==> config.mk <==
export PLATFORM = sky130hd
export DESIGN_NAME = rvc_fetch_unit
export DESIGN_NICKNAME = d
export VERILOG_FILES = /design/src/rtl/rvc_fetch_unit_pkg.sv /design/src/rtl/rvc_fetch_queue.sv /design/src/rtl/rvc_fetch_unit.sv
export SDC_FILE = /design/constraint.sdc
export NUM_CORES = 1
export LEC_CHECK = 0
export CAP_MARGIN = 10
export CORE_MARGIN = 5
export CORE_UTILIZATION = 52
export DETAILED_ROUTE_END_ITERATION = 8
export GPL_TIMING_DRIVEN = 0
export PLACE_DENSITY_LB_ADDON = 0.05
export SLEW_MARGIN = 30
export SYNTH_ARGS = -nofsm -noshare
export SYNTH_HDL_FRONTEND = slang
export SYNTH_SLANG_ARGS = --single-unit
export TNS_END_PERCENT = 5
==> constraint.sdc <==
create_clock -name clk_i -period 9.3 [get_ports clk_i]
set_clock_uncertainty 0.05 [all_clocks]
set_input_delay 0.93 -clock clk_i [delete_from_list [all_inputs] [get_ports clk_i]]
set_output_delay 0.93 -clock clk_i [all_outputs]
set_load 0.01 [all_outputs]
==> src/rtl/rvc_fetch_unit_pkg.sv <==
// rtl/rvc_fetch_unit_pkg.sv - shared types and helpers for the RVC fetch unit
//
// Purpose: opcode constant, FSM encoding, decode-queue entry layout and the
// 16/32-bit classification helpers used by the fetch unit and its queue.
// Ports: none (package).

package rvc_fetch_unit_pkg;

  // Low two bits of a 32-bit instruction; anything else is a compressed one.
  localparam logic [1:0] RVC_OP_FULL = 2'b11;

  // instr (32) + pc (32) + rvc flag (1)
  localparam int ENTRY_W = 65;

  typedef enum logic [1:0] {
    ST_IDLE = 2'd0,
    ST_REQ  = 2'd1,
    ST_KILL = 2'd2
  } fetch_state_e;

  typedef struct packed {
    logic [31:0] instr;
    logic [31:0] pc;
    logic        rvc;
  } fetch_entry_t;

  function automatic logic is_rvc(input logic [31:0] word);
    return word[1:0] != RVC_OP_FULL;
  endfunction

  // Compressed instructions travel toward decode zero-extended.
  function automatic logic [31:0] expand_instr(input logic [31:0] word);
    return is_rvc(word) ? {16'h0000, word[15:0]} : word;
  endfunction

endpackage

==> src/rtl/rvc_fetch_queue.sv <==
// rtl/rvc_fetch_queue.sv - synchronous FIFO of classified instructions toward decode
//
// Purpose: in-order buffer of fetch entries with flush; push and pop may
// coincide at any occupancy, including full.
// Ports:
//   clk_i    - clock
//   rst_i    - synchronous active-low reset
//   flush_i  - drop every entry (wins over push/pop)
//   push_i   - write push_data_i at the tail
//   push_data_i - entry to write
//   pop_i    - retire the head entry
//   count_o  - number of valid entries
//   head_o   - head entry (meaningful only when count_o != 0)

module rvc_fetch_queue
  import rvc_fetch_unit_pkg::*;
#(
  parameter int DEPTH = 2,
  localparam int PTR_W = $clog2(DEPTH),
  localparam int CNT_W = $clog2(DEPTH) + 1
) (
  input  logic             clk_i,
  input  logic             rst_i,
  input  logic             flush_i,
  input  logic             push_i,
  input  fetch_entry_t     push_data_i,
  input  logic             pop_i,
  output logic [CNT_W-1:0] count_o,
  output fetch_entry_t     head_o
);

  fetch_entry_t     mem_q [DEPTH];
  logic [PTR_W-1:0] wr_ptr_q;
  logic [PTR_W-1:0] rd_ptr_q;
  logic [CNT_W-1:0] count_q;

  // Depth is a power of two, so pointer wrap modulo depth is the natural
  // overflow of a PTR_W-bit counter.
  always_ff @(posedge clk_i) begin
    if (!rst_i) begin
      wr_ptr_q <= '0;
      rd_ptr_q <= '0;
      count_q  <= '0;
    end else if (flush_i) begin
      wr_ptr_q <= '0;
      rd_ptr_q <= '0;
      count_q  <= '0;
    end else begin
      if (push_i) wr_ptr_q <= wr_ptr_q + PTR_W'(1);
      if (pop_i)  rd_ptr_q <= rd_ptr_q + PTR_W'(1);
      count_q <= count_q + CNT_W'(push_i) - CNT_W'(pop_i);
    end
  end

  // Storage carries no reset; the count alone decides what is valid.
  always_ff @(posedge clk_i) begin
    if (rst_i && !flush_i && push_i) begin
      mem_q[wr_ptr_q] <= push_data_i;
    end
  end

  assign count_o = count_q;
  assign head_o  = mem_q[rd_ptr_q];

endmodule

==> src/rtl/rvc_fetch_unit.sv <==
// rtl/rvc_fetch_unit.sv - fetch PC owner, request FSM and RVC classifier ahead of decode
//
// Purpose: issues halfword-aligned fetches to the RVC aligner, classifies
// each returned word as 16 or 32 bit, advances the PC and buffers entries
// for decode. Redirects never abort an accepted request; its response is
// discarded instead.
// Ports:
//   clk_i, rst_i          - clock, synchronous active-low reset
//   f_adr_o, f_valid_o    - fetch request to the aligner (held until ack)
//   f_dat_i, f_ack_i      - fetch response, data valid with the ack strobe
//   redir_i, redir_pc_i   - redirect strobe and target from execute
//   d_valid_o, d_ready_i  - head-of-queue handshake toward decode
//   d_instr_o, d_pc_o, d_is_rvc_o - head entry contents

module rvc_fetch_unit
  import rvc_fetch_unit_pkg::*;
#(
  parameter logic [31:0] RESET_PC    = 32'h0000_0000,
  parameter int          QUEUE_DEPTH = 2
) (
  input  logic        clk_i,
  input  logic        rst_i,
  output logic [31:0] f_adr_o,
  output logic        f_valid_o,
  input  logic [31:0] f_dat_i,
  input  logic        f_ack_i,
  input  logic        redir_i,
  input  logic [31:0] redir_pc_i,
  output logic        d_valid_o,
  input  logic        d_ready_i,
  output logic [31:0] d_instr_o,
  output logic [31:0] d_pc_o,
  output logic        d_is_rvc_o
);

  localparam int CNT_W = $clog2(QUEUE_DEPTH) + 1;

  fetch_state_e state_q, state_d;
  logic [31:0]  fetch_pc_q, fetch_pc_d;
  logic [31:0]  req_adr_q, req_adr_d;

  logic [CNT_W-1:0] q_count;
  fetch_entry_t     q_head;
  fetch_entry_t     q_push_data;
  logic             q_push;
  logic             q_pop;
  logic [CNT_W:0]   occ_next;
  logic             room;
  logic [31:0]      redir_tgt;
  logic [31:0]      next_pc;

  assign redir_tgt = redir_pc_i & ~32'h1;

  // A redirect flushes the queue, so neither a response nor a decode pop
  // may take effect in that cycle.
  assign q_push = f_ack_i && (state_q == ST_REQ) && !redir_i;
  assign q_pop  = d_valid_o && d_ready_i && !redir_i;

  assign q_push_data = '{instr: expand_instr(f_dat_i), pc: req_adr_q, rvc: is_rvc(f_dat_i)};
  assign next_pc     = req_adr_q + (is_rvc(f_dat_i) ? 32'd2 : 32'd4);

  // Occupancy after this cycle must leave a slot for the request being
  // issued, otherwise its response could find the queue full.
  assign occ_next = {1'b0, q_count} + (CNT_W + 1)'(q_push) - (CNT_W + 1)'(q_pop);
  assign room     = occ_next < (CNT_W + 1)'(QUEUE_DEPTH);

  always_comb begin
    state_d    = state_q;
    fetch_pc_d = fetch_pc_q;
    req_adr_d  = req_adr_q;

    if (redir_i) begin
      fetch_pc_d = redir_tgt;
      unique case (state_q)
        ST_IDLE: begin
          state_d   = ST_REQ;
          req_adr_d = redir_tgt;
        end
        ST_REQ: begin
          if (f_ack_i) begin
            state_d   = ST_REQ;
            req_adr_d = redir_tgt;
          end else begin
            // Request already accepted by the aligner: let it complete, drop it.
            state_d = ST_KILL;
          end
        end
        ST_KILL: begin
          if (f_ack_i) begin
            state_d   = ST_REQ;
            req_adr_d = redir_tgt;
          end
        end
        default: state_d = ST_IDLE;
      endcase
    end else begin
      unique case (state_q)
        ST_IDLE: begin
          if (room) begin
            state_d   = ST_REQ;
            req_adr_d = fetch_pc_q;
          end
        end
        ST_REQ: begin
          if (f_ack_i) begin
            fetch_pc_d = next_pc;
            if (room) begin
              req_adr_d = next_pc;
            end else begin
              state_d = ST_IDLE;
            end
          end
        end
        ST_KILL: begin
          // fetch_pc already holds the redirect target.
          if (f_ack_i) begin
            state_d   = ST_REQ;
            req_adr_d = fetch_pc_q;
          end
        end
        default: state_d = ST_IDLE;
      endcase
    end
  end

  always_ff @(posedge clk_i) begin
    if (!rst_i) begin
      state_q    <= ST_IDLE;
      fetch_pc_q <= RESET_PC;
      req_adr_q  <= RESET_PC;
    end else begin
      state_q    <= state_d;
      fetch_pc_q <= fetch_pc_d;
      req_adr_q  <= req_adr_d;
    end
  end

  rvc_fetch_queue #(
    .DEPTH(QUEUE_DEPTH)
  ) u_queue (
    .clk_i      (clk_i),
    .rst_i      (rst_i),
    .flush_i    (redir_i),
    .push_i     (q_push),
    .push_data_i(q_push_data),
    .pop_i      (q_pop),
    .count_o    (q_count),
    .head_o     (q_head)
  );

  assign f_adr_o   = req_adr_q;
  assign f_valid_o = (state_q != ST_IDLE);

  // Head is gated so stale storage never shows while the queue is empty.
  assign d_valid_o  = (q_count != '0);
  assign d_instr_o  = d_valid_o ? q_head.instr : 32'h0;
  assign d_pc_o     = d_valid_o ? q_head.pc    : 32'h0;
  assign d_is_rvc_o = d_valid_o ? q_head.rvc   : 1'b0;

endmodule

======== Word-level counts from Yosys, hierarchy flattened ========
Memory sizes are Yosys's and may differ from the RTL's. A register that Yosys moved wholly into a read port is not among the register bits.
Index checks and enable logic that the tools add are counted.
storage, ports and cells
  register bits ........................... 70
  latch bits .............................. 0
  memory bits (writable) .................. 130
  bits in read-only memories .............. 0
  logic and storage cells ................. 74
  memories kept ........................... 1
memories
  name           depth  bits a word  read ports  clocked after memory_dff  wr ports  line                   source
  u_queue.mem_q  2      65           1           1                         1         rvc_fetch_queue.sv:32  fetch_entry_t mem_q [DEPTH];
operators by class
  add/subtract/negate cells ............... 7
  multiply operators ...................... 0
  divide/modulo/power cells ............... 0
  $lt $le $gt $ge ......................... 1
  equality and inequality tests ........... 10
  shift-type cells ........................ 0
  muxes and demuxes ....................... 28
  bitwise logic cells ..................... 1
  reductions and logical operators ........ 19
operators by type and width
  cell                                                                     number
  32-bit two-way mux                                                       12
  32-bit case mux with 3 select lines                                      1
  32-bit case mux with 2 select lines                                      1
  32-bit by 3-bit adder with 32-bit output                                 1
  3-bit inequality test, second input constant                             6
  2-bit two-way mux                                                        6
  2-bit case mux with 3 select lines                                       2
  2-bit nonzero test                                                       4
  7-bit AND reduction                                                      1
  1-bit logical AND                                                        6
  1-bit two-way mux                                                        5
  2-bit AND reduction                                                      2
  4-bit nonzero test                                                       1
  2-bit OR reduction                                                       2
  2-bit by 1-bit adder with 3-bit output                                   1
  3-bit by 2-bit < comparator with 1-bit output, second input constant     1
  3-bit two-way mux                                                        1
  3-bit by 2-bit inequality test with 1-bit output, second input constant  1
  3-bit AND reduction                                                      1
  3-bit by 1-bit subtractor with 3-bit output                              1
  1-bit adder, second input constant                                       2
  2-bit by 1-bit adder with 2-bit output                                   1
  2-bit by 1-bit equality test with 1-bit output, second input constant    1
  2-bit equality test, second input constant                               1
  other kinds (5)                                                          5

======== Depth between registers and ports, before layout ========
Gate-level depths: netlist of run 1.
  word-level depth ........................ 10
  gate-level depth with buffers ........... 16
  gate-level depth less buffers ........... 13

======== By module ========
A second synthesis of run 1 with hierarchy kept.
second synthesis, totals
  cell total of the unflattened synthesis .. 888
  area total of the unflattened synthesis .. 10,097.2 um2
by module, submodules not included
  module           instances  cells each  area an instance (um2)  sequential area each (um2)
  rvc_fetch_queue  1          223         5,114.9                 4,003.8
  rvc_fetch_unit   1          665         4,982.3                 1,321.3

======== Least setup slack after synthesis of run 1 ========
OpenSTA, ideal clock, no wires.
  kind .................................... input -> register
  start ................................... input redir_i
  end ..................................... memory u_queue.mem_q[0][0] (netlist name) (enable)
  arrival time ............................ 4.535 ns
  data required time ...................... 8.761 ns
  slack ................................... 4.226 ns
  stages .................................. 6
  buffers on the path ..................... 2
  cell sequence ........................... nor2_1 > and2_1 > clkbuf_1 > buf_2 > nand2_1 > nor2_1
on the way
  word-level cells in the longest chain between the ends .. 5
  elaborated cells between the ends (all ways) .. 6
  classes of those cells .................. mux (2); reduce/logical (4)
ends and longest elaborated chain
  what                                         line                                         source
  start, declared                              rvc_fetch_unit.sv:27                         input logic redir_i,
  1-bit logical NOT *                          rvc_fetch_queue.sv:57, rvc_fetch_unit.sv:56
  1-bit logical AND, on equally long branches  rvc_fetch_queue.sv:57, rvc_fetch_unit.sv:56
  1-bit logical AND *                          rvc_fetch_queue.sv:57                        if (rst_i && !flush_i && push_i) begin
  1-bit two-way mux *                          rvc_fetch_queue.sv:57
  1-bit two-way mux (not written as such) *    rvc_fetch_queue.sv:58                        mem_q[wr_ptr_q] <= push_data_i;
  end, declared                                rvc_fetch_queue.sv:32
Every way passes the cells marked *; elsewhere a longest branch is shown, timed or not.

======== Worst setup path in the final report of run 1 ========
  start ................................... input redir_i
  end ..................................... register req_adr_q[2], in the netlist f_adr_o[2]
on the way
  elaborated cells between the ends (all ways) .. 15
  classes of those cells .................. add/sub (2); order compare (1); eq/ne (6); mux (1); reduce/logical (5)
RTL lines
  what                                             line                   source
  1-bit logical NOT *                              rvc_fetch_unit.sv:57   assign q_pop = d_valid_o && d_ready_i && !redir_i;
  1-bit logical AND *                              rvc_fetch_unit.sv:57
  named net q_pop                                  rvc_fetch_unit.sv:46   logic q_pop;
  3-bit by 1-bit subtractor with 3-bit output *    rvc_fetch_unit.sv:64   assign occ_next = {1'b0, q_count} + (CNT_W + 1)'(q_push) - (CNT_W + 1)'(q_pop);
  3-bit by 2-bit < comparator with 1-bit output *  rvc_fetch_unit.sv:65   assign room = occ_next < (CNT_W + 1)'(QUEUE_DEPTH);
  3-bit inequality test (no source line)           --
  7-bit AND reduction (no source line) *           --
  end signal, assigned                             rvc_fetch_unit.sv:134  req_adr_q <= req_adr_d;
  end, declared                                    rvc_fetch_unit.sv:40   logic [31:0] req_adr_q, req_adr_d;
Mark *: on every way through the listed nets, which the timed path passes. The rest lies on a longest branch.
A chain may end at the register's enable or synchronous reset.

==> out/qor.yml, run 1 <==
floorplanning:
  start_util_pct: 53.3
  die-area_sq_mm: 0.0214
  die_y_um: 146
  ios: 168
  core_sq_mm: 0.0181
  die_x_um: 146
  rows: 49
clock_tree:
  insertion_delay_ns: 0.50
  max-clock-path-buffers: 3
  htreeDepth: 1
  ctsResizeCount: 0
  cts_setup_buffers: 0
  cts_hold_buf: 0
  cts_made_buffers: 22
  cts_root_buf: "clkbuf_16"
  cts_sinks: 201
  cts_tree: "built"
  clkTransAtPathRegs_ns: 0.06
setup_path:
  critPathMaxFanout: 10
  critPathBufInv: 6
  worstSetupPathType: "input port to flip-flop"
  slowest_stage: "clkbuf_1"
  required_ns: 9.67
  path_cells: "clkdlybuf4s50_1 > buf_2 > clkbuf_1 > clkbuf_1 > nor2_1 > ha_1 > inv_1 > ha_1 > fa_1 > xor2_1 > a221oi_1 > o22a_1 > buf_2 > a211oi_1 > a211oi_1"
  ff2ff_setup_slack_ns: 4.99
  cp_top_family: "buffers and inverters"
  critical_path_arrival_ns: 5.57
  cpPeakStageDelay_ns: 0.58
  critPathLaunchType: "input port"
  end_kind: "flip-flop"
power:
  total_power_mw: 2.31
  p_per_area_mw_per_mm2: 185
  max-vdd-ir-drop_v: 0.000131
  p_leak_nw: 4.28
synth:
  syn_area_sq_mm: 0.00964
  syn_inst: 882
  synth_edf_count: 130
  synthTopCellsByArea: "edfxtp_1, dfxtp_1, mux2i_1"
  synth.largest_area_cell: "edfxtp_1"
  synthTopCellsByCount: "edfxtp_1, nor2_1, dfxtp_1"
  synth.avg_cell_area_sq_um: 10.9
  ys_ff_latch: 201
  ys_seq_area_share_pct: 55.2
  synth_top_area_share_pct: 40.5
  syn_nets: 961
  yosys_warnings: 0
  ys.flop_type: "edfxtp_1"
  synth.most_common_cell: "edfxtp_1"
  async_flop_share_pct: 0
  ys_types: 69
timing:
  max_slew.worst_pin.slew_ns: 0.819
  period_minus_slack_ns: 5.20
  rsz0062_at_grt: "false"
  setup_violations: 0
  maxSlewHeadroom_pct: 45.4
  fmax_ghz: 0.192
  holdWs_ns: 0.417
  finalMaxSlewViolations: 0
  layout_setup_ws_ns: 4.10
  hold_viol_final: 0
  fin_crit_sh_pct: 55.9
  fin_tns_setup_ns: 0
run:
  maxCapViolCount: 0
finish:
  final_core_utilization_pct: 68.9
  syn_to_final_growth_pct: 29.3
  diodes: 0
  drive_gt1_share_pct: 10.5
  multi_input_area_sq_mm: 0.00370
  fillCellCount: 1412
  nets: 1154
  layout.cells.non_filler: 1320
  stdcell_area_sq_mm: 0.0125
  seqCellArea_sq_mm: 0.00533
min_path:
  hp-class: "flip-flop to flip-flop"
global_routing:
  grt_pass1_wl_um: 40900
  grt_overflow_total: 0
  grtUsageTotal_pct: 23.6
  grt_max_degree: 35
  antenna_found_initial: 0
  grt_pass1_vias: 7468
drt:
  drt-total-wl_um: 26300
  viasPerCell: 5.93
  wire_per_inst_um: 19.9
  ant_nets: 0
  vias: 7825
  route.detailed.drc: 0
  drt-initial-drc-count: 685
  first_pass_iters: 8
placed_design:
  place_congestion: 0.922
  place_ws_ns: 3.65
  portBuffers: 165
  dp_hpwl_um: 18100
  dpl-instance-area_sq_mm: 0.0117
  place_inst: 1280
status:
  status: "finished, final reports clean"
-- cell type report --
cell class	count	area share, %
Clock inverter	9	1.19
Sequential cell	201	42.7
Timing Repair Buffer	169	14.1
Inverter	21	0.632
Clock buffer	31	5.02
Tap cell	229	2.30
Buffer	94	4.40
Multi-Input combinational cell	566	29.7
-- power breakdown --
group	switching (mW)	internal, mW
combinational	0.177	0.161
sequential	0.0532	0.991
clock	0.346	0.581
total	0.576	1.73
-- worst paths after layout --
check	startpoint	to	cells past startpoint
max reg2reg	state_q[1]$_SDFFE_PN0P_	f_adr_o[2]$_SDFFE_PN0P_	16
max	redir_i	f_adr_o[2]$_SDFFE_PN0P_	15
min	fetch_pc_q[0]$_SDFFE_PP0N_	fetch_pc_q[0]$_SDFFE_PP0N_	2
min reg2reg	fetch_pc_q[0]$_SDFFE_PP0N_	fetch_pc_q[0]$_SDFFE_PP0N_	2
-- layer usage --
metal / up-vias / GRT usage [%] / wire [um]
li1: 3651 / - / -
met1: 3755 / 32.4 / 11200
met2: 379 / 39.3 / 12500
met3: 40 / 3.94 / 2150
met4: 0 / 5.93 / 533
met5: - / 0 / 0
-- flip-flops by register name, summed over array words and instances (netlist names), named ones only --
name              flops
state_q               2
u_queue.mem_q       130
fetch_pc_q           32
u_queue.rd_ptr_q      1
u_queue.count_o       2
u_queue.wr_ptr_q      1
f_adr_o              32
-- worst min-delay path: cells and delay by family (launching register included) --
family | cells | cell delay [ns]
AOI/OAI and AO/OA | 1 | 0.06
DFF | 1 | 0.31
and+or+nand+nor | 1 | 0.05
-- kinds of logic after synthesis --
group | synth area share (%)
AOI/OAI and AO/OA | 14.3
DFF | 55.2
adders and majority gates | 1.45
muxes | 6.85
xor gates and xnor gates | 1.91
and+or+nand+nor | 13.8
buffers and inverters | 6.50
-- placed cells by master, fill, tap and decap left out, drive strengths merged, types with 5 or more instances in the layout --
master         synthesis  final
nor4                   9      9
xor2                  16     16
and3                  28     28
clkdlybuf4s50          0    165
ha                     8      8
buf                   53     57
o31ai                  7      7
nor3                  14     14
and2                   6      6
nor2                 102    102
or3                    6      6
o221ai                 5      5
nand3                 25     25
nand4                 11     11
mux2i                 66     66
o21a                   6      6
xnor2                  5      5
o22ai                 13     13
inv                   21     22
clkbuf                40     71
a22o                   8      8
dfxtp                 71     71
a21oi                 58     58
a31oi                  6      6
a22oi                 16     16
nand2                 42     42
o31a                   9      9
a221oi                 6      6
edfxtp               130    130
o21ai                 39     39
a222oi                 6      6
a211oi                 9      9
a21boi                 5      5
Power figures use the tool's default switching activity.
==> run 2: changes to the inputs <==
clock period = 5 ns   (was 9.3 ns; I/O delays follow)
==> results of run 2 <==
Same layout as run 1 (identical final DEF). Status: finished, final reports clean.
Among the figures that moved: setup slack after placement 3.65 ns -> -0.218 ns; setup slack after layout 4.10 ns -> 0.232 ns; register-to-register setup slack 4.99 ns -> 0.69 ns; total power 2.31 mW -> 4.30 mW; worst IR drop on VDD 0.000131 V -> 0.000243 V
==> run 3: changes to the inputs <==
CORE_ASPECT_RATIO = 1.5   (was not set)
==> run 3 against run 2 <==
Compared with the run above:
- sequential cell count did not move
- power decreased by 5.7%
- cell count grew 1.2%
- count of clock-buffer cells in the layout is 9 lower
- register-to-register slack got worse by 0.35 ns
- sequential power about the same
- clock power decreased by 15%
- via count rose by 0.40%
- critical path type unchanged
- first-iteration DRC count increased by 16%
- cell area down 1.0%
- critical path depth is 1 lower
- worst hold slack worse by 0.026 ns
==> out/qor.yml, run 3 (same netlist as run 1, synthesis figures left out) <==
placed_design:
  place_ws_ns: -0.422
  place_inst: 1303
  dp_hpwl_um: 19100
  place_congestion: 0.921
  portBuffers: 165
  dpl-instance-area_sq_mm: 0.0117
clock_tree:
  cts_setup_buffers: 0
  cts_root_buf: "clkbuf_16"
  insertion_delay_ns: 0.49
  htreeDepth: 1
  cts_tree: "built"
  clkTransAtPathRegs_ns: 0.07
  cts_made_buffers: 19
  max-clock-path-buffers: 3
  cts_sinks: 201
timing:
  rsz0062_at_grt: "false"
  setup_violations: 0
  maxSlewHeadroom_pct: 45.0
  period_minus_slack_ns: 4.80
  layout_setup_ws_ns: 0.196
  fin_crit_sh_pct: 96.1
  hold_viol_final: 0
  fmax_ghz: 0.208
  finalMaxSlewViolations: 0
  max_slew.worst_pin.slew_ns: 0.825
power:
  clkPwrFrac_pct: 36.3
  netSwitchingFraction_pct: 26.0
  max-vdd-ir-drop_v: 0.000316
  p_comb_share_pct: 15.8
  p_per_area_mw_per_mm2: 328
  power_switching_mw: 1.05
  internal_power_mw: 3.00
  p_leak_nw: 4.20
  total_power_mw: 4.05
  power_frac_seq_pct: 47.9
finish:
  regMostFlops: "u_queue.mem_q"
  diodes: 0
  final_common_cell: "clkdlybuf4s50_1"
  largest_reg_flops: 130
  drive_gt1_share_pct: 9.96
  syn_to_final_growth_pct: 28.0
  layout.cells.non_filler: 1336
  stdcell_area_sq_mm: 0.0123
  nets: 1151
  final_core_utilization_pct: 67.1
  mostFrequentLayoutCells: "clkdlybuf4s50_1, edfxtp_1, nor2_1"
drt:
  wire_per_inst_um: 20.4
  vias: 7856
  ant_nets: 0
  route.detailed.drc: 0
  drt-total-wl_um: 27300
  viasPerCell: 5.88
  first_pass_iters: 6
  drt-initial-drc-count: 794
min_path:
  worstHoldEndpoint: "fetch_pc_q[25]$_SDFFE_PN0P_"
  hp-class: "input port to flip-flop"
  worstHoldStart: "rst_i"
  whs_path_depth: 3
setup_path:
  critical_path_arrival_ns: 5.16
  r2r_cells: 15
  slowest_stage: "clkbuf_1"
  critPathLaunchType: "input port"
  critPathMaxFanout: 10
  worstReg2RegStart: "state_q[1]$_SDFFE_PN0P_"
  ff2ff_setup_slack_ns: 0.34
  path_cells: "clkdlybuf4s50_1 > buf_2 > clkbuf_1 > clkbuf_2 > nor2_1 > ha_1 > inv_1 > ha_1 > fa_1 > xor2_1 > a221oi_1 > o22ai_2 > nand2_1 > o221ai_1"
  end_kind: "flip-flop"
  worst_path_most_repeated_cell: "ha_1"
  cpPeakStageDelay_ns: 0.64
  rr_endpoint: "f_adr_o[29]$_SDFFE_PN0P_"
  required_ns: 5.36
  worstSetupPathType: "input port to flip-flop"
status:
  status: "finished, final reports clean"
global_routing:
  antenna_found_initial: 0
  grt_pass1_wl_um: 41700
  grt_max_degree: 39
  grt_pass1_vias: 7740
  grtUsageTotal_pct: 24.8
  grt_overflow_total: 0
floorplanning:
  rows: 61
  ios: 168
  start_util_pct: 52.4
  die_y_um: 177
  die-area_sq_mm: 0.0214
  die_x_um: 121
  core_sq_mm: 0.0184
run:
  maxCapViolCount: 0
[run 3: cell count changes in the layout (fill, tap and decap cells not counted), sizes merged]
cell,before,now
bufinv,4,3
clkinv,4,7
clkbuf,71,62
[run 3: repair_timing]
item                                    CTS  global route
resized for setup                         0             2
hold buffers                              0             0
endpoints found under the setup margin    0            24
[run 3: power groups by stage]
stage          Clock, mW  Sequential (mW)  Combinational (mW)
2_1_floorplan          0             1.94               0.360
3_3_place_gp           0             1.97               0.617
3_5_place_dp           0             1.97               0.631
4_1_cts             1.48             1.94               0.634
5_1_grt             1.54             1.95               0.684
6_report            1.47             1.94               0.641
[run 3: how the worst max path moves through the flow]
stage	cells after the start	start	endpoint
CTS	14	redir_i	f_adr_o[29]$_SDFFE_PN0P_
detailed placement	14	redir_i	f_adr_o[29]$_SDFFE_PN0P_
finish	14	redir_i	f_adr_o[29]$_SDFFE_PN0P_
global route	14	redir_i	f_adr_o[29]$_SDFFE_PN0P_
global placement	9	state_q[0]$_SDFFE_PN0P_	u_queue.mem_q[0][16]$_DFFE_PP_
floorplan	10	state_q[1]$_SDFFE_PN0P_	u_queue.mem_q[0][0]$_DFFE_PP_
[run 3: area by class of cell]
type / count / area (sq um)
repair buffers: 169 / 1750
clock inverters: 11 / 129
well taps: 252 / 315
plain buffers: 94 / 549
flip-flops and latches: 201 / 5330
clock buffers: 22 / 487
fillers: 1482 / 6050
inverters: 21 / 78.8
multi-input cells: 566 / 3700
[run 3: per-layer routing]
layer  track usage [%]  part of all wire [%]
met5                 0                     0
met4              11.6                   4.7
met3              3.74                   7.9
met2              42.2                    49
met1              31.0                    38
[run 3: critical path, delay by kind of cell]
kind	cells	cell delay, ns
adders and majority gates	3	0.84
xor gates and xnor gates	1	0.38
and+or+nand+nor	2	0.50
AOI/OAI and AO/OA	3	0.95
buffers and inverters	5	1.98
[run 3: metrics by stage]
step           setup TNS (ns)  hold WS (ns)
2_1_floorplan               0         0.387
3_3_place_gp          -180.89         0.393
3_5_place_dp            -9.62         0.401
4_1_cts                     0         0.373
5_1_grt                     0         0.426
6_report                    0         0.391
